==> config.mk <==
export PLATFORM = sky130hd
export DESIGN_NAME = inertial_integrator_flat
export DESIGN_NICKNAME = d
export VERILOG_FILES = /design/src/rtl/seg_pkg.sv /design/src/rtl/inertial_integrator_if.sv /design/src/rtl/inertial_integrator_rt_offset_cal.sv /design/src/rtl/inertial_integrator.sv /design/src/flat_wrapper.sv
export SDC_FILE = /design/constraint.sdc
export NUM_CORES = 1
export LEC_CHECK = 0
export BUFFER_PORTS_ARGS = -buffer_cell sky130_fd_sc_hd__buf_2
export CAP_MARGIN = 20
export CORE_UTILIZATION = 50
export DETAILED_ROUTE_END_ITERATION = 10
export GPL_ROUTABILITY_DRIVEN = 0
export HOLD_SLACK_MARGIN = 0.03
export PLACE_DENSITY_LB_ADDON = 0.2
export SLEW_MARGIN = 10
export SYNTH_ARGS = -nofsm -noshare
export SYNTH_HDL_FRONTEND = slang
export SYNTH_SLANG_ARGS = --single-unit
==> constraint.sdc <==
create_clock -name clk -period 6.9 [get_ports clk]
set_clock_uncertainty 0.05 [all_clocks]
set_input_delay 0.345 -clock clk [delete_from_list [all_inputs] [get_ports clk]]
set_output_delay 0.345 -clock clk [all_outputs]
set_load 0.02 [all_outputs]
==> src/rtl/seg_pkg.sv <==
// Shared types and arithmetic helpers for the inertial front end and the PID block.
// Holds the integrator state encoding, fusion constants and the 27-bit saturator.
package seg_pkg;

   typedef enum logic {CAL, RUN} integ_state_t;

   localparam int ACC_GAIN    = 327;
   localparam int FUSION_STEP = 1024;

   // Clamp a wide signed value into the 27-bit signed integrator range.
   function automatic logic signed [26:0] sat27(input logic signed [31:0] x);
      if (x > 32'sd67108863) begin
         return 27'sh3FFFFFF;
      end else if (x < -32'sd67108864) begin
         return 27'sh4000000;
      end else begin
         return x[26:0];
      end
   endfunction

endpackage

==> src/rtl/inertial_integrator_if.sv <==
// Sensor-sample input and fused-attitude output bundle of the inertial integrator.
// The master modport is the sensor/consumer side, the slave modport is the integrator.
interface inertial_integrator_if;

   logic               vld_in;
   logic signed [15:0] ptch_rt_raw;
   logic signed [15:0] AZ;
   logic               cal_req;
   logic signed [15:0] ptch;
   logic signed [15:0] ptch_rt;
   logic               vld;
   logic               cal_done;

   modport master (
      output vld_in, ptch_rt_raw, AZ, cal_req,
      input  ptch, ptch_rt, vld, cal_done
   );

   modport slave (
      input  vld_in, ptch_rt_raw, AZ, cal_req,
      output ptch, ptch_rt, vld, cal_done
   );

endinterface

==> src/rtl/inertial_integrator_rt_offset_cal.sv <==
// Pitch-rate bias calibration: averages 2^LOG2N raw samples into ptch_rt_off.
// Owns the CAL/RUN state; cal_done is high while in RUN.
module rt_offset_cal
   import seg_pkg::*;
#(
   parameter bit          FAST_SIM     = 1'b0,
   parameter logic [15:0] PTCH_RT_DFLT = 16'h0050
) (
   input  logic               clk,
   input  logic               rst,
   input  logic               vld_in,
   input  logic               cal_req,
   input  logic signed [15:0] ptch_rt_raw,
   output logic signed [15:0] ptch_rt_off,
   output logic               cal_done
);

   localparam int         LOG2N = FAST_SIM ? 4 : 8;
   localparam logic [7:0] LAST  = 8'((1 << LOG2N) - 1);

   integ_state_t       r_state, w_state_next;
   logic signed [23:0] r_acc, w_acc_next, w_acc_sum;
   logic [7:0]         r_cnt, w_cnt_next;
   logic signed [15:0] r_off, w_off_next;

   assign w_acc_sum = r_acc + {{8{ptch_rt_raw[15]}}, ptch_rt_raw};

   always_ff @(posedge clk or posedge rst) begin
      if (rst) begin
         r_state <= CAL;
         r_acc   <= '0;
         r_cnt   <= '0;
         r_off   <= PTCH_RT_DFLT;
      end else begin
         r_state <= w_state_next;
         r_acc   <= w_acc_next;
         r_cnt   <= w_cnt_next;
         r_off   <= w_off_next;
      end
   end

   always_comb begin
      w_state_next = r_state;
      w_acc_next   = r_acc;
      w_cnt_next   = r_cnt;
      w_off_next   = r_off;
      if (cal_req) begin
         // A colliding sample is dropped; the offset survives recalibration start.
         w_state_next = CAL;
         w_acc_next   = '0;
         w_cnt_next   = '0;
      end else if (r_state == CAL && vld_in) begin
         w_acc_next = w_acc_sum;
         w_cnt_next = r_cnt + 8'd1;
         if (r_cnt == LAST) begin
            w_off_next   = w_acc_sum[LOG2N +: 16];
            w_state_next = RUN;
         end
      end
   end

   assign ptch_rt_off = r_off;
   assign cal_done    = (r_state == RUN);

endmodule

==> src/rtl/inertial_integrator.sv <==
// Bias-compensated pitch-rate integrator with complementary accelerometer fusion.
// Produces ptch/ptch_rt with a one-cycle vld strobe, one clock after each accepted sample.
module inertial_integrator
   import seg_pkg::*;
#(
   parameter bit          FAST_SIM     = 1'b0,
   parameter logic [15:0] AZ_OFFSET    = 16'h00A0,
   parameter logic [15:0] PTCH_RT_DFLT = 16'h0050
) (
   input logic            clk,
   input logic            rst,
   inertial_integrator_if.slave bus
);

   logic signed [15:0] w_off;
   logic               w_run;
   logic signed [16:0] w_rt_diff;
   logic signed [15:0] w_rt_comp;
   logic signed [15:0] w_az_comp;
   logic signed [15:0] w_ptch_acc;
   logic signed [15:0] w_ptch;
   logic signed [15:0] w_fus;
   logic signed [31:0] w_int_sum;

   logic signed [26:0] r_ptch_int;
   logic signed [15:0] r_ptch_rt;
   logic               r_vld;

   rt_offset_cal #(
      .FAST_SIM     (FAST_SIM),
      .PTCH_RT_DFLT (PTCH_RT_DFLT)
   ) u_cal (
      .clk         (clk),
      .rst         (rst),
      .vld_in      (bus.vld_in),
      .cal_req     (bus.cal_req),
      .ptch_rt_raw (bus.ptch_rt_raw),
      .ptch_rt_off (w_off),
      .cal_done    (w_run)
   );

   assign w_rt_diff = {bus.ptch_rt_raw[15], bus.ptch_rt_raw} - {w_off[15], w_off};

   always_comb begin
      w_rt_comp = w_rt_diff[15:0];
      if (w_rt_diff[16] != w_rt_diff[15]) begin
         w_rt_comp = w_rt_diff[16] ? 16'sh8000 : 16'sh7FFF;
      end
   end

   // Accelerometer pitch estimate: product bits [25:13], which always fit 13 bits.
   assign w_az_comp  = bus.AZ - AZ_OFFSET;
   assign w_ptch_acc = 16'((w_az_comp * ACC_GAIN) >>> 13);
   assign w_ptch     = r_ptch_int[26:11];
   assign w_fus      = (w_ptch_acc > w_ptch) ? 16'(FUSION_STEP) : 16'(-FUSION_STEP);
   assign w_int_sum  = 32'(r_ptch_int) - 32'(w_rt_comp) + 32'(w_fus);

   always_ff @(posedge clk or posedge rst) begin
      if (rst) begin
         r_ptch_int <= '0;
         r_ptch_rt  <= '0;
         r_vld      <= 1'b0;
      end else if (bus.cal_req) begin
         r_ptch_int <= '0;
         r_vld      <= 1'b0;
      end else if (bus.vld_in && w_run) begin
         r_ptch_int <= sat27(w_int_sum);
         r_ptch_rt  <= w_rt_comp;
         r_vld      <= 1'b1;
      end else begin
         r_vld      <= 1'b0;
      end
   end

   assign bus.ptch     = r_ptch_int[26:11];
   assign bus.ptch_rt  = r_ptch_rt;
   assign bus.vld      = r_vld;
   assign bus.cal_done = w_run;

endmodule

==> src/flat_wrapper.sv <==
// flat-port wrapper written by rule: the top's interface ports become plain ports
module inertial_integrator_flat import seg_pkg::*;
#(
   parameter bit          FAST_SIM     = 1'b0,
   parameter logic [15:0] AZ_OFFSET    = 16'h00A0,
   parameter logic [15:0] PTCH_RT_DFLT = 16'h0050
)
  (clk, rst, bus_vld_in, bus_ptch_rt_raw, bus_AZ, bus_cal_req, bus_ptch, bus_ptch_rt, bus_vld, bus_cal_done);
  inertial_integrator_if bus_i ();
  input logic clk;
  input logic rst;
  input wire logic [$bits(bus_i.vld_in)-1:0] bus_vld_in;
  input wire logic [$bits(bus_i.ptch_rt_raw)-1:0] bus_ptch_rt_raw;
  input wire logic [$bits(bus_i.AZ)-1:0] bus_AZ;
  input wire logic [$bits(bus_i.cal_req)-1:0] bus_cal_req;
  output wire logic [$bits(bus_i.ptch)-1:0] bus_ptch;
  output wire logic [$bits(bus_i.ptch_rt)-1:0] bus_ptch_rt;
  output wire logic [$bits(bus_i.vld)-1:0] bus_vld;
  output wire logic [$bits(bus_i.cal_done)-1:0] bus_cal_done;
  assign bus_i.vld_in = bus_vld_in;
  assign bus_i.ptch_rt_raw = bus_ptch_rt_raw;
  assign bus_i.AZ = bus_AZ;
  assign bus_i.cal_req = bus_cal_req;
  assign bus_ptch = bus_i.ptch;
  assign bus_ptch_rt = bus_i.ptch_rt;
  assign bus_vld = bus_i.vld;
  assign bus_cal_done = bus_i.cal_done;
  inertial_integrator #(.FAST_SIM(FAST_SIM), .AZ_OFFSET(AZ_OFFSET), .PTCH_RT_DFLT(PTCH_RT_DFLT)) u_core (.clk(clk), .rst(rst), .bus(bus_i));
endmodule
Yosys cells after proc, flatten, opt, wreduce, memory -nomap -nowiden --
Cells that the tools add are included.
Operators by class: add/subtract/negate cells 6, multiply operators 1, $lt $le $gt $ge 3, eq/ne operators 2, muxes and demuxes 16, bitwise logic cells 2, reduce and logical (&&, ||, !) cells 8
Operators by type and width (count):
- $mux W27 | 4
- $mux W16 | 3
- $mux W24 | 2
- $gt A32 B27 Y1 const B | 1
- $lt A32 B27 Y1 const B | 1
- $add A28 B16 Y29 | 1
- $sub A27 B16 Y28 | 1
- $mul A16 B10 Y26 const B | 1
- $add A24 B24 Y24 | 1
- $sub A16 B16 Y17 | 1
- $gt A13 B16 Y1 | 1
- $mux W8 | 2
- $sub A16 B8 Y16 const B | 1
- $add A8 B1 Y8 const B | 1
- $eq A8 B8 Y1 const B | 1
- $reduce_bool A2 Y1 | 3
- $mux W1 | 5
- $reduce_and A2 Y1 | 2
- $reduce_and A3 Y1 | 1
- $logic_and A1 B1 Y1 | 2
- $not A1 Y1 | 2
- $ne A1 B1 Y1 | 1
Storage, ports and cells: bits in registers 93, input port bits 36, output and inout bits 34, word-level logic and storage cells 45

Depth between registers and ports, before layout --
Gate-level depths: netlist of the first run.
word-level depth 10, gate-level depth with buffers 45, mapped depth without buffers 43

Modules after synthesis --
Synthesis of the first run repeated with hierarchy kept, for this count alone.
Unflattened totals: cell total of the unflattened synthesis 1314, area, all modules 11498.5 µm²
By module, submodules not included:
- inertial_integrator | times used 1, cells an instance 927, area each 8180.3 µm², seq. area each 1101.1 µm²
- rt_offset_cal | times used 1, cells an instance 387, area each 3318.2 µm², seq. area each 1228.7 µm²

Worst setup path after synthesis of the first run --
OpenSTA, ideal clock, no wires.
path type input -> register, start input bus_AZ[5], end register u_core.r_ptch_int[10], setup time 0.126 ns, arrival time 11.068 ns, data required time 6.724 ns, setup slack -4.344 ns, stages on the path 43, buffers on the path 2, cell sequence inv_1 ha_1 nand2b_1 nand3_1 xor2_1 inv_1 ha_1 ha_1 fa_1 fa_1 inv_1 fa_1 inv_1 ha_1 a21oi_1 o21bai_1 a21oi_1 a32oi_1 [7 not listed] nand3_1 o21ai_0 a211oi_1 a31oi_1 fa_1 inv_1 ha_1 buf_6 a21o_1 a221oi_2 nand2_1 o21ai_1 o21ai_1 a31oi_2 o31a_1 nor2_4 buf_6 a221o_1
On the way: word-level cells in the longest chain between the ends 10, elaborated cells on any way between the ends 11, those cells by class 2 x add/sub; 1 x mul; 3 x order compare; 5 x mux
Ends and longest elaborated chain:
- from (decl) | line flat_wrapper.sv:14 | input wire logic [$bits(bus_i.AZ)-1:0] bus_AZ;
- $sub A16 B8 Y16 * | line inertial_integrator.sv:52 | assign w_az_comp = bus.AZ - AZ_OFFSET;
- $mul A16 B10 Y26 * | line inertial_integrator.sv:53 | assign w_ptch_acc = 16'((w_az_comp * ACC_GAIN) >>> 13);
- $gt A13 B16 Y1 * | line inertial_integrator.sv:55 | assign w_fus = (w_ptch_acc > w_ptch) ? 16'(FUSION_STEP) : 16'(-FUSION_STEP);
- $mux W16 * | line inertial_integrator.sv:55
- $add A28 B16 Y29 * | line inertial_integrator.sv:56 | assign w_int_sum = 32'(r_ptch_int) - 32'(w_rt_comp) + 32'(w_fus);
- $lt A32 B27 Y1 | line seg_pkg.sv:14 | end else if (x < -32'sd67108864) begin
- $mux W27 | line seg_pkg.sv:14
- $mux W27 * | line seg_pkg.sv:12 | if (x > 32'sd67108863) begin
- $mux W27 * | line inertial_integrator.sv:66 | end else if (bus.vld_in && w_run) begin
- $mux W27 * | line inertial_integrator.sv:63 | end else if (bus.cal_req) begin
- to (signal assigned) | line inertial_integrator.sv:67 | r_ptch_int <= sat27(w_int_sum);
- to (decl) | line inertial_integrator.sv:25 | logic signed [26:0] r_ptch_int;
Every way passes the cells marked *; elsewhere a longest branch is shown, timed or not. The select of a mux whose other input is x is not followed. A chain may end at the register's enable or synchronous reset.

Worst setup path in the final report of the first run --
start input bus_AZ[9], end register u_core.r_ptch_int[0]
Same word-level chain as after synthesis.

==> results.md, run 1 <==
- Tot GR Track Use: 0.255
- CTS Sinks: 93
- Worst R2R End: u_core.r_ptch_int[0]$_DFFE_PP0P_
- Core area: around 21000 um2
- Ys Warns: 0
- Finished Cell Area: 13800 um2
- Pre-antenna DRT Iters: 5
- CP Max Fanout: 8
- Top_reg_cell synth: dfrtp_1
- Syn Inst Count: 1225
- Worst Setup EP: u_core.r_ptch_int[0]$_DFFE_PP0P_
- Placement Cell Area: 12700 um2
- Grt total ovfl: 0
- Critical path type: input port to flop
- Peak supply drop: roughly 0.36 mV
- Cell Area, Synth: 10900 um2
- Clock Latency Late Sink: 0.36 ns
- R2r setup slk: 1.02 ns
- Initial Utilization: 0.514
- Vias in the first global route: 9455
- Root Driver: clkbuf_16
- Port Buf Inserts: 69
- Post-Synth Simple-Gate Area: 0.112
- Initial DRC count: ~500
- CP Launch Type: input port
- Failing checks: negative setup slack
- Psw: about 2.0 mW
- Final Critical Period: 9.01 ns
- Reg power frac: 0.126
- Commonest cells in the synthesized netlist: 184 x inv_1, 170 x ha_1, 95 x nand2_1
- Final Power: 4.70 mW
- Largest net degree at the start of global routing: 50
- Fmax: 111 MHz
- First-pass GRT wire length: 45.7 mm
- Post-synth EDFFs: 0
- P_int: between 2 and 3 mW
- Req. time, crit path: 7.15 ns
- Hold_ws: roughly 0.34 ns
- DR WL/cell: 15.7 um
- CTS tree: yes
- Final Cycle Share: 1.31
- # H-tree levels: 3
- Final ANT Viol Nets: 0
- Asr flop ratio synth: 1.00
- RSZ-0062 raised after global routing: yes
- Slew @ Worst Pin: 0.966 ns
- Critical path's slowest cell: fa_1
- Xor and xnor fraction of the mapped netlist area: 0.0685
- I/O pins: 70
- Final setup fails: 27
- Hold Path Class: input port to flop
- Layout area overhead: 27.0%
- Clock transition at the registers of the reported paths: 0.07 ns
- Max Cap Viol: 0
- Synth top area share: 0.209
- Vias per inst: roughly 5.5
- Die area: ~22000 um2
- Maximum root-to-sink buffer count: 2
- Synthesized Nets: ~1500
- Switching share of power: 0.427
- Rows: 53
- R2R depth: 22
- # diodes: 0
- Clock share of power: 0.106
- CP peak stage delay: 0.50 ns
- Lkg Pwr: 6.96 nW
- Largest family of logic cells by synthesized area: adder cells
- Top-count cell post-synth: inv_1
- #FFs+latches synth: 93
- Width of the chip: 149 um
- Status: finished with violations
- Synth top area cells: dfrtp_1 21%, ha_1 20%, fa_1 11%
- Layout cells sized above 1: 0.277
- Yosys top cell by area: dfrtp_1
- Reg-to-Reg Start: u_core.u_cal.ptch_rt_off[6]$_DFFE_PP1P_
- Mean post-synth cell area: 8.88 um2
- Fin. Hold Viols: 0
- Initial antenna violation count: 0
- Fin. max-slew vios: 0
- Library cells used by synthesis: ~70
- Synth Area in Adders: 0.306
- CP startpoint: bus_AZ[9]
- Sequential share of the synthesized area: 0.214
- Comb pwr share: 0.768
- Die Ht: around 150 um
- Total Routed Length: 27.1 mm
- Mux contribution to synthesized area: 0.0165
- Nets: ~1700
- Final WS setup: -2.11 ns
- Pwr Density: approximately 340 nW/um2
- Slew headroom: 0.354
- Detail Placement HPWL: 20.4 mm
- CP arrival: 9.26 ns
- Routed via count: 9389
- DRC Markers: 0
- Setup crit end kind: flop
- Synth Area in Compound Gates: 0.196
- CTS Buf Count: 9
## cells in the final DEF, fill, tap and decap left out, types with 6 or more instances in the layout
master and n:
inv_1 165, buf_4 155, ha_1 144, nand2_1 92, dfrtp_1 91, a21oi_1 72, buf_2 65, nor2_1 64
fa_1 58, o21ai_0 55, xnor2_1 46, xor2_1 32, a21o_1 31, a221o_1 27, ha_4 24, o21a_1 23
buf_6 19, nand3_1 15, mux2_2 15, inv_2 15, nor2b_1 13, a21oi_2 13, nand4_1 12, o21bai_1 10
o21ai_1 10, nor3_1 9, o21ai_2 9, clkbuf_16 9, a211oi_1 7, a211o_1 7, nand2b_1 7, a31oi_1 7
or3_1 6
## registers in the layout, summed over array words and instances, names as in the netlist
register and flops:
u_core.bus.ptch_rt 16, u_core.bus.vld 1, u_core.r_ptch_int 27, u_core.u_cal.cal_done 1, u_core.u_cal.ptch_rt_off 16, u_core.u_cal.r_acc 24, u_core.u_cal.r_cnt 8
## repair_timing
item	in CTS	in global routing
pin swaps	76	54
resized for setup	77	28
endpoints found under the hold margin	34	0
hold buffers	1	0
endpoints found under the setup margin	27	27
gates cloned	3	0
buffers inserted	27	8
## final cells by class
class | instances | area, um2
clock buffer | 11 | 243
clock inverter | 5 | 41.3
fill | 1663 | 7340
inverter | 185 | 707
multi-input combinational | 908 | 8340
sequential | 93 | 2330
tap | 275 | 344
timing repair buffer | 245 | 1810
## how the worst min path moves through the flow
stage                                        startpoint                                       end  slack, ns  cells after the start
2_1_floorplan  u_core.u_cal.ptch_rt_off[10]$_DFFE_PP0P_  u_core.u_cal.ptch_rt_off[10]$_DFFE_PP0P_       0.40                      2
3_3_place_gp                                        rst         u_core.u_cal.r_cnt[7]$_DFFE_PP0P_       0.40                      2
3_5_place_dp                                        rst  u_core.u_cal.ptch_rt_off[15]$_DFFE_PP0P_       0.41                      2
4_1_cts                              bus_ptch_rt_raw[0]         u_core.u_cal.r_acc[0]$_DFFE_PP0P_       0.33                      4
5_1_grt                              bus_ptch_rt_raw[0]         u_core.u_cal.r_acc[0]$_DFFE_PP0P_       0.42                      4
6_report                             bus_ptch_rt_raw[0]         u_core.u_cal.r_acc[0]$_DFFE_PP0P_       0.34                      4
## power groups by stage
| stage | clock network (mW) | logic [mW] | registers, mW |
|---|---|---|---|
| 2_1_floorplan | 0 | 2.05 | 0.607 |
| 3_3_place_gp | 0 | 3.05 | 0.600 |
| 3_5_place_dp | 0 | 3.12 | 0.601 |
| 4_1_cts | 0.508 | 3.44 | 0.590 |
| 5_1_grt | 0.527 | 4.05 | 0.593 |
| 6_report | 0.497 | 3.61 | 0.590 |
## per-layer routing
metal	GRT usage	part of all wire	up-vias
li1	-	-	4653
met1	0.345	0.46	4516
met2	0.424	0.48	184
met3	0.0372	0.041	36
met4	0.0704	0.017	0
met5	0	0	-
## cells by family after synthesis
logic type / Yosys count
compound gates: 318
xor+xnor: 85
fa+ha+maj: 230
buf+inv: 225
flops: 93
mux: 16
simple gates: 258
## metrics by stage
| stage | std cells | setup TNS (ns) | utilization | worst slack [ns] |
|---|---|---|---|---|
| finish | 1722 | -55.72 | 0.653 | -2.11 |
| global route | 1722 | -66.60 | 0.653 | -2.51 |
| CTS | 1717 | -56.54 | 0.648 | -2.18 |
| detailed placement | 1671 | -86.24 | 0.601 | -3.24 |
| global placement | 1671 | -81.42 | 0.601 | -3.05 |
| floorplan | 1225 | -59.01 | - | -2.23 |
## worst max-delay path: cells and delay by family
kind                     cells  cell delay [ns]
buffers and inverters        9             1.02
AND/OR/NAND/NOR              8             1.25
AO/OA/AOI/OAI               17             3.13
XOR/XNOR                     2             0.39
adder cells (fa/ha/maj)      9             3.11
No activity file was read; power rests on OpenSTA's default activity.
==> inputs of run 2 (changes only) <==
--- a/config.mk
+++ b/config.mk
@@ -7,7 +7,8 @@
 export LEC_CHECK = 0
 export BUFFER_PORTS_ARGS = -buffer_cell sky130_fd_sc_hd__buf_2
 export CAP_MARGIN = 20
-export CORE_UTILIZATION = 50
+export CORE_UTILIZATION = 39
+export CTS_BUF_LIST = sky130_fd_sc_hd__clkbuf_4 sky130_fd_sc_hd__clkbuf_8
 export DETAILED_ROUTE_END_ITERATION = 10
 export GPL_ROUTABILITY_DRIVEN = 0
 export HOLD_SLACK_MARGIN = 0.03
==> run 2 against run 1 <==
The flow still finishes with violations (negative setup slack). Register-to-register slack improved by 0.04 ns. Total power down 4.4%. Clock power decreased by 18%. Cell count is 5.6% higher. Non-clock buffer count shrank 2. Sequential power about the same. Via count decreased by 1.8%. Combinational power decreased by 3%. Critical path depth increased by 1. Largest cell class unchanged.
==> results.md, run 2 (synthesis gave the netlist of run 1 again) <==
- CP startpoint: bus_AZ[5]
- Clock Latency Late Sink: ~0.4 ns
- Setup crit end kind: flop
- Final ANT Viol Nets: 0
- Reg-to-Reg Start: u_core.u_cal.ptch_rt_off[0]$_DFFE_PP0P_
- Most common cell after layout, fill and taps aside: inv_1
- Failing checks: negative setup slack
- R2r setup slk: 1.06 ns
- Pre-antenna DRT Iters: 4
- Rows: 60
- Max reg flops: 27
- Max Cap Viol: 0
- Vias per inst: 5.07
- Fmax: between 100 and 150 MHz
- Clock transition at the registers of the reported paths: 0.10 ns
- Final setup fails: 27
- Hold Path Class: input port to flop
- Final Power: 4.49 mW
- Core area: 27200 um2
- Port Buf Inserts: 69
- Most Frequent Cell on Critical Path: buf_6
- Initial Utilization: 0.400
- CP Max Fanout: 6
- I/O pins: 70
- First-pass GRT wire length: 45.8 mm
- Largest net degree at the start of global routing: 67
- CP Launch Type: input port
- Largest reg by FF count: u_core.r_ptch_int
- Critical path type: input port to flop
- Status: finished with violations
- Final Critical Period: 8.90 ns
- Hold_ws: 0.309 ns
- Total Routed Length: 27.4 mm
- CTS Buf Count: 9
- Fin. max-slew vios: 0
- R2R depth: 25
- Layout cells sized above 1: 0.265
- DRC Markers: 0
- Lkg Pwr: between 6 and 7 nW
- Layout filler cell count: 2607
- Pwr Density: 327 nW/um2
- Detail Placement HPWL: between 20 and 25 mm
- CP arrival: 9.13 ns
- # H-tree levels: 3
- Width of the chip: 169 um
- Layout area overhead: 26.2%
- Maximum root-to-sink buffer count: 2
- Routed via count: 9218
- RSZ-0062 raised after global routing: yes
- CTS tree: yes
- Fin. Hold Viols: 0
- Final Cycle Share: 1.29
- Critical path's slowest cell: fa_1
- Root Driver: clkbuf_8
- Initial antenna violation count: 0
- Peak supply drop: between 0.3 and 0.4 mV
- Initial DRC count: approximately 430
- Worst Setup EP: u_core.r_ptch_int[1]$_DFFE_PP0P_
- Slew headroom: 0.308
- Die Ht: 169 um
- CTS Sinks: 93
- DR WL/cell: roughly 15 um
- Vias in the first global route: between 9000 and 10000
- Nets: about 1700
- Slew @ Worst Pin: 1.04 ns
- Grt total ovfl: 0
- Tot GR Track Use: 0.199
- Req. time, crit path: 7.13 ns
- Worst R2R End: u_core.r_ptch_int[1]$_DFFE_PP0P_
- # diodes: 0
- Finished Core Util: 0.505
- Die area: ~29000 um2
- CP peak stage delay: around 0.5 ns
- Largest regs: u_core.r_ptch_int (27), u_core.u_cal.r_acc (24)
- Final WS setup: -2.00 ns
- Commonest non-fill, non-tap cells in the layout: 168 x inv_1, 159 x buf_4, 148 x ha_1
==> run 2: metrics by stage <==
stage | instance area, um2 | cells | setup TNS (ns) | setup WS (ns)
after floorplan | 11200 | 1225 | -59.01 | -2.23
after global placement | 12800 | 1768 | -82.12 | -3.07
after detailed placement | 12800 | 1768 | -86.36 | -3.24
after CTS | 13600 | 1815 | -52.52 | -1.98
after global routing | 13700 | 1819 | -62.83 | -2.38
final | 13700 | 1819 | -52.58 | -2.00
==> run 2: repair_timing <==
| item | in CTS | in global routing |
|---|---|---|
| gates cloned | 3 | 0 |
| endpoints found under the setup margin | 27 | 27 |
| hold endpoints to repair | 27 | 0 |
| hold buffers | 1 | 0 |
| setup buffers | 28 | 5 |
| pin swaps | 65 | 25 |
| gates resized for setup | 68 | 17 |
==> run 2: worst min path at each step <==
stage	slack, ns	start	to	cells past startpoint
6_report	0.31	bus_ptch_rt_raw[0]	u_core.u_cal.r_acc[0]$_DFFE_PP0P_	4
5_1_grt	0.32	bus_ptch_rt_raw[0]	u_core.u_cal.r_acc[0]$_DFFE_PP0P_	4
4_1_cts	0.29	bus_ptch_rt_raw[0]	u_core.u_cal.r_acc[0]$_DFFE_PP0P_	4
3_5_place_dp	0.34	rst	u_core.r_ptch_int[14]$_DFFE_PP0P_	2
3_3_place_gp	0.34	rst	u_core.r_ptch_int[14]$_DFFE_PP0P_	2
2_1_floorplan	0.40	u_core.u_cal.ptch_rt_off[10]$_DFFE_PP0P_	u_core.u_cal.ptch_rt_off[10]$_DFFE_PP0P_	2
==> run 2: where the power goes <==
group | switching [mW] | internal [mW] | leakage, nW | total [mW]
registers | 0.0177 | 0.573 | 1.26 | 0.590
clock network | 0.220 | 0.186 | 0.104 | 0.406
logic | 1.68 | 1.82 | 5.55 | 3.50
total | 1.92 | 2.57 | 6.92 | 4.49
==> run 2: layout make-up <==
class,count,area (um2),share of cell area
inverter,185,709,0.0517
tap,372,465,0.0339
multi-input combinational,910,8270,0.602
sequential,93,2330,0.170
clock inverter,5,63.8,0.00465
timing repair buffer,243,1740,0.127
clock buffer,11,145,0.0106
==> run 2: worst max-delay path: cells and delay by family <==
kind,cells,cell delay (ns)
xor+xnor,2,0.37
buf+inv,12,1.31
compound gates,16,2.93
fa+ha+maj,9,3.22
simple gates,7,0.94
==> run 2: metal layers <==
layer	vias up	global-route usage	routed length, um
met1	4400	0.262	13000
li1	4658	-	-
met2	133	0.345	13200
met3	27	0.0262	767
met5	-	0	0
met4	0	0.0447	413
==> inputs of run 3 (changes only) <==
--- a/config.mk
+++ b/config.mk
@@ -5,6 +5,7 @@
 export SDC_FILE = /design/constraint.sdc
 export NUM_CORES = 1
 export LEC_CHECK = 0
+export ABC_AREA = 1
 export BUFFER_PORTS_ARGS = -buffer_cell sky130_fd_sc_hd__buf_2
 export CAP_MARGIN = 20
 export CORE_UTILIZATION = 39
==> run 3 against run 2 <==
The run still ends with negative setup slack left. Synthesized area grew 17%. Cell area grew 18%. Sequential share of layout area shrank 2.6 points. Core utilization grew 0.47 points. Total power grew 31%. Register-to-register slack gained 0.78 ns. Count of clock-buffer cells in the layout shrank 2. Die area grew 17%. Maximum frequency grew 13%.
==> results.md, run 3 <==
- Status: finished with violations
- Failing checks: negative setup slack
- Reg-to-Reg Start: u_core.u_cal.ptch_rt_off[0]$_DFFE_PP0P_
- Pre-antenna DRT Iters: 5
- Width of the chip: 183 um
- Fin. Hold Viols: 0
- Pwr Density: roughly 360 nW/um2
- R2R depth: 28
- Initial DRC count: between 500 and 600
- Library cells used by synthesis: 58
- Port Buf Inserts: 69
- Slew headroom: 0.412
- Peak supply drop: 0.262 mV
- Vias per inst: 4.88
- First-pass GRT wire length: 57.7 mm
- Most common cell after layout, fill and taps aside: nand2_1
- CTS Sinks: 93
- Top_reg_cell synth: dfrtp_1
- Vias in the first global route: 11700
- Met2 GRT Util: 0.365
- Yosys top cell by area: dfrtp_1
- Hold Path Class: input port to flop
- Fmax: 127 MHz
- CTS tree: yes
- Sequential share of the synthesized area: 0.183
- Largest regs: u_core.r_ptch_int (27), u_core.u_cal.r_acc (24)
- WP depth: 57
- Final setup fails: 27
- # H-tree levels: 3
- Clock transition at the registers of the reported paths: approximately 0.11 ns
- Ys Warns: 0
- Detail Placement HPWL: between 20 and 30 mm
- I/O pins: 70
- Synthesized Nets: between 2000 and 2500
- Initial Utilization: 0.400
- Final TNS setup: -24.50 ns
- Layout filler cell count: 3158
- CTS Buf Count: 9
- Req. time, crit path: 7.20 ns
- Die Ht: 183 um
- R2r setup slk: 1.84 ns
- Rows: 65
- CP delay by family, top: adder cells
- #FFs+latches synth: 93
- Routed via count: 11900
- Met1 Usage GRT: 0.290
- Critical path type: input port to flop
- CP startpoint: bus_AZ[5]
- Commonest non-fill, non-tap cells in the layout: 376 x nand2_1, 284 x inv_1, 178 x buf_4
- CP Launch Type: input port
- Setup crit end kind: flop
- Synth top area cells: dfrtp_1 18%, ha_1 17%, nand2_1 12%
- CP arrival: a little over 8 ns
- Post-synth EDFFs: 0
- Asr flop ratio synth: 1.00
- Initial antenna violation count: 0
- Finished Cell Area: 16200 um2
- Commonest cells in the synthesized netlist: 416 x nand2_1, 312 x inv_1, 170 x ha_1
- Layout area overhead: 27.4%
- Maximum root-to-sink buffer count: 2
- Lkg Pwr: just under 9 nW
- CP peak stage delay: 0.50 ns
- Grt total ovfl: 0
- WP buf/inv: 15
- Root Driver: clkbuf_8
- Final WS setup: -0.949 ns
- Cell Area, Synth: between 10000 and 15000 um2
- Final Cycle Share: 1.14
- Placement Cell Area: between 10000 and 15000 um2
- Final ANT Viol Nets: 0
- Final Critical Period: a little under 8 ns
- Layout cells sized above 1: 0.290
- Most Frequent Cell on Critical Path: nand2_1
- Max Cap Viol: 0
- DRC Markers: 0
- Mean post-synth cell area: 7.26 um2
- Worst R2R End: u_core.r_ptch_int[25]$_DFFE_PP0P_
- Fin. max-slew vios: 0
- Tot GR Track Use: 0.215
- Core area: 31800 um2
- RSZ-0062 raised after global routing: yes
- Largest net degree at the start of global routing: 53
- GRT met3 Usage: 0.0273
- Total Routed Length: 35.1 mm
- DR WL/cell: 14.4 um
- Worst Setup EP: u_core.r_ptch_int[19]$_DFFE_PP0P_
- Syn Inst Count: approximately 1800
- Clock Latency Late Sink: 0.41 ns
- Slew @ Worst Pin: 0.876 ns
- Hold_ws: around 0.24 ns
- CP Max Fanout: 8
- Nets: between 2000 and 2500
- Max reg flops: 27
- Die area: 33400 um2
- Top Usage Layer GRT: met2
- Synth top area share: 0.179
- # diodes: 0
- Critical path's slowest cell: fa_1
- Largest reg by FF count: u_core.r_ptch_int
- Top-count cell post-synth: nand2_1
[run 3: cell types whose count changed after synthesis, sizes merged, moves of 9 or more]
cell    previous run  this run
nand2b             9         0
a211oi            11         2
nand3             20       153
nand2             95       444
inv              184       317
nor2b             14         0
clkbuf            18         9
mux2              15         0
xnor2             49        13
nor2              68       135
a21o              31         6
o21a              23         3
a221o             27         0
[run 3: through the flow]
stage	power (mW)	instances	util	worst slack (ns)
global route	6.43	2430	0.510	-1.32
floorplan	3.25	1752	-	-1.08
detailed placement	4.50	2368	0.469	-1.60
finish	5.87	2430	0.510	-0.949
global placement	4.47	2368	0.469	-1.52
CTS	5.62	2421	0.503	-0.805
[run 3: cell families after synthesis]
| logic type | count (synthesis) | synth area share |
|---|---|---|
| xor+xnor | 56 | 0.0385 |
| flops | 93 | 0.183 |
| simple gates | 790 | 0.290 |
| compound gates | 225 | 0.109 |
| buf+inv | 358 | 0.118 |
| fa+ha+maj | 230 | 0.262 |
[run 3: metal layers]
layer / wire, um / share of wire / vias up
met5: 0 / 0 / -
met4: 659 / 0.019 / 0
met3: 898 / 0.026 / 42
met2: 16800 / 0.48 / 158
met1: 16800 / 0.48 / 5572
li1: - / - / 6083
[run 3: how the worst min path moves through the flow]
stage | startpoint | to | slack (ns) | depth (start not counted)
2_1_floorplan | u_core.r_ptch_int[0]$_DFFE_PP0P_ | u_core.r_ptch_int[0]$_DFFE_PP0P_ | 0.40 | 2
3_3_place_gp | u_core.bus.ptch_rt[13]$_DFFE_PP0P_ | u_core.bus.ptch_rt[13]$_DFFE_PP0P_ | 0.41 | 2
4_1_cts | bus_cal_req | u_core.u_cal.r_acc[5]$_DFFE_PP0P_ | 0.23 | 2
5_1_grt | bus_cal_req | u_core.u_cal.r_acc[5]$_DFFE_PP0P_ | 0.22 | 2
6_report | bus_ptch_rt_raw[0] | u_core.u_cal.r_acc[0]$_DFFE_PP0P_ | 0.24 | 3
3_5_place_dp | u_core.bus.ptch_rt[14]$_DFFE_PP0P_ | u_core.bus.ptch_rt[14]$_DFFE_PP0P_ | 0.41 | 2
[run 3: worst min-delay path: cells and delay by family]
| kind | cells | cell delay [ns] |
|---|---|---|
| adder cells (fa/ha/maj) | 1 | 0.12 |
| AO/OA/AOI/OAI | 1 | 0.11 |
| buffers and inverters | 1 | 0.09 |
[run 3: repair_timing]
| action | in CTS | in global routing |
|---|---|---|
| setup endpoints to repair | 27 | 27 |
| pin swaps | 105 | 62 |
| hold buffers | 1 | 0 |
| cloned | 4 | 1 |
| buffers inserted | 34 | 9 |
| gates resized for setup | 120 | 42 |
| endpoints found under the hold margin | 41 | 0 |
[run 3: report_power, final]
group | switching (mW) | total (mW) | internal, mW | leakage (nW)
clock network | 0.247 | 0.390 | 0.143 | 0.0981
logic | 2.63 | 4.90 | 2.27 | 7.38
registers | 0.0129 | 0.577 | 0.564 | 1.22
[run 3: area by class of cell]
| class | instances | area (um2) | area share |
|---|---|---|---|
| repair buffers | 263 | 1960 | 0.121 |
| clock buffers | 9 | 124 | 0.00764 |
| clock inverters | 7 | 75.1 | 0.00463 |
| inverters | 319 | 1230 | 0.0761 |
| flip-flops and latches | 93 | 2330 | 0.144 |
| multi-input cells | 1304 | 9950 | 0.613 |
| well taps | 435 | 544 | 0.0336 |
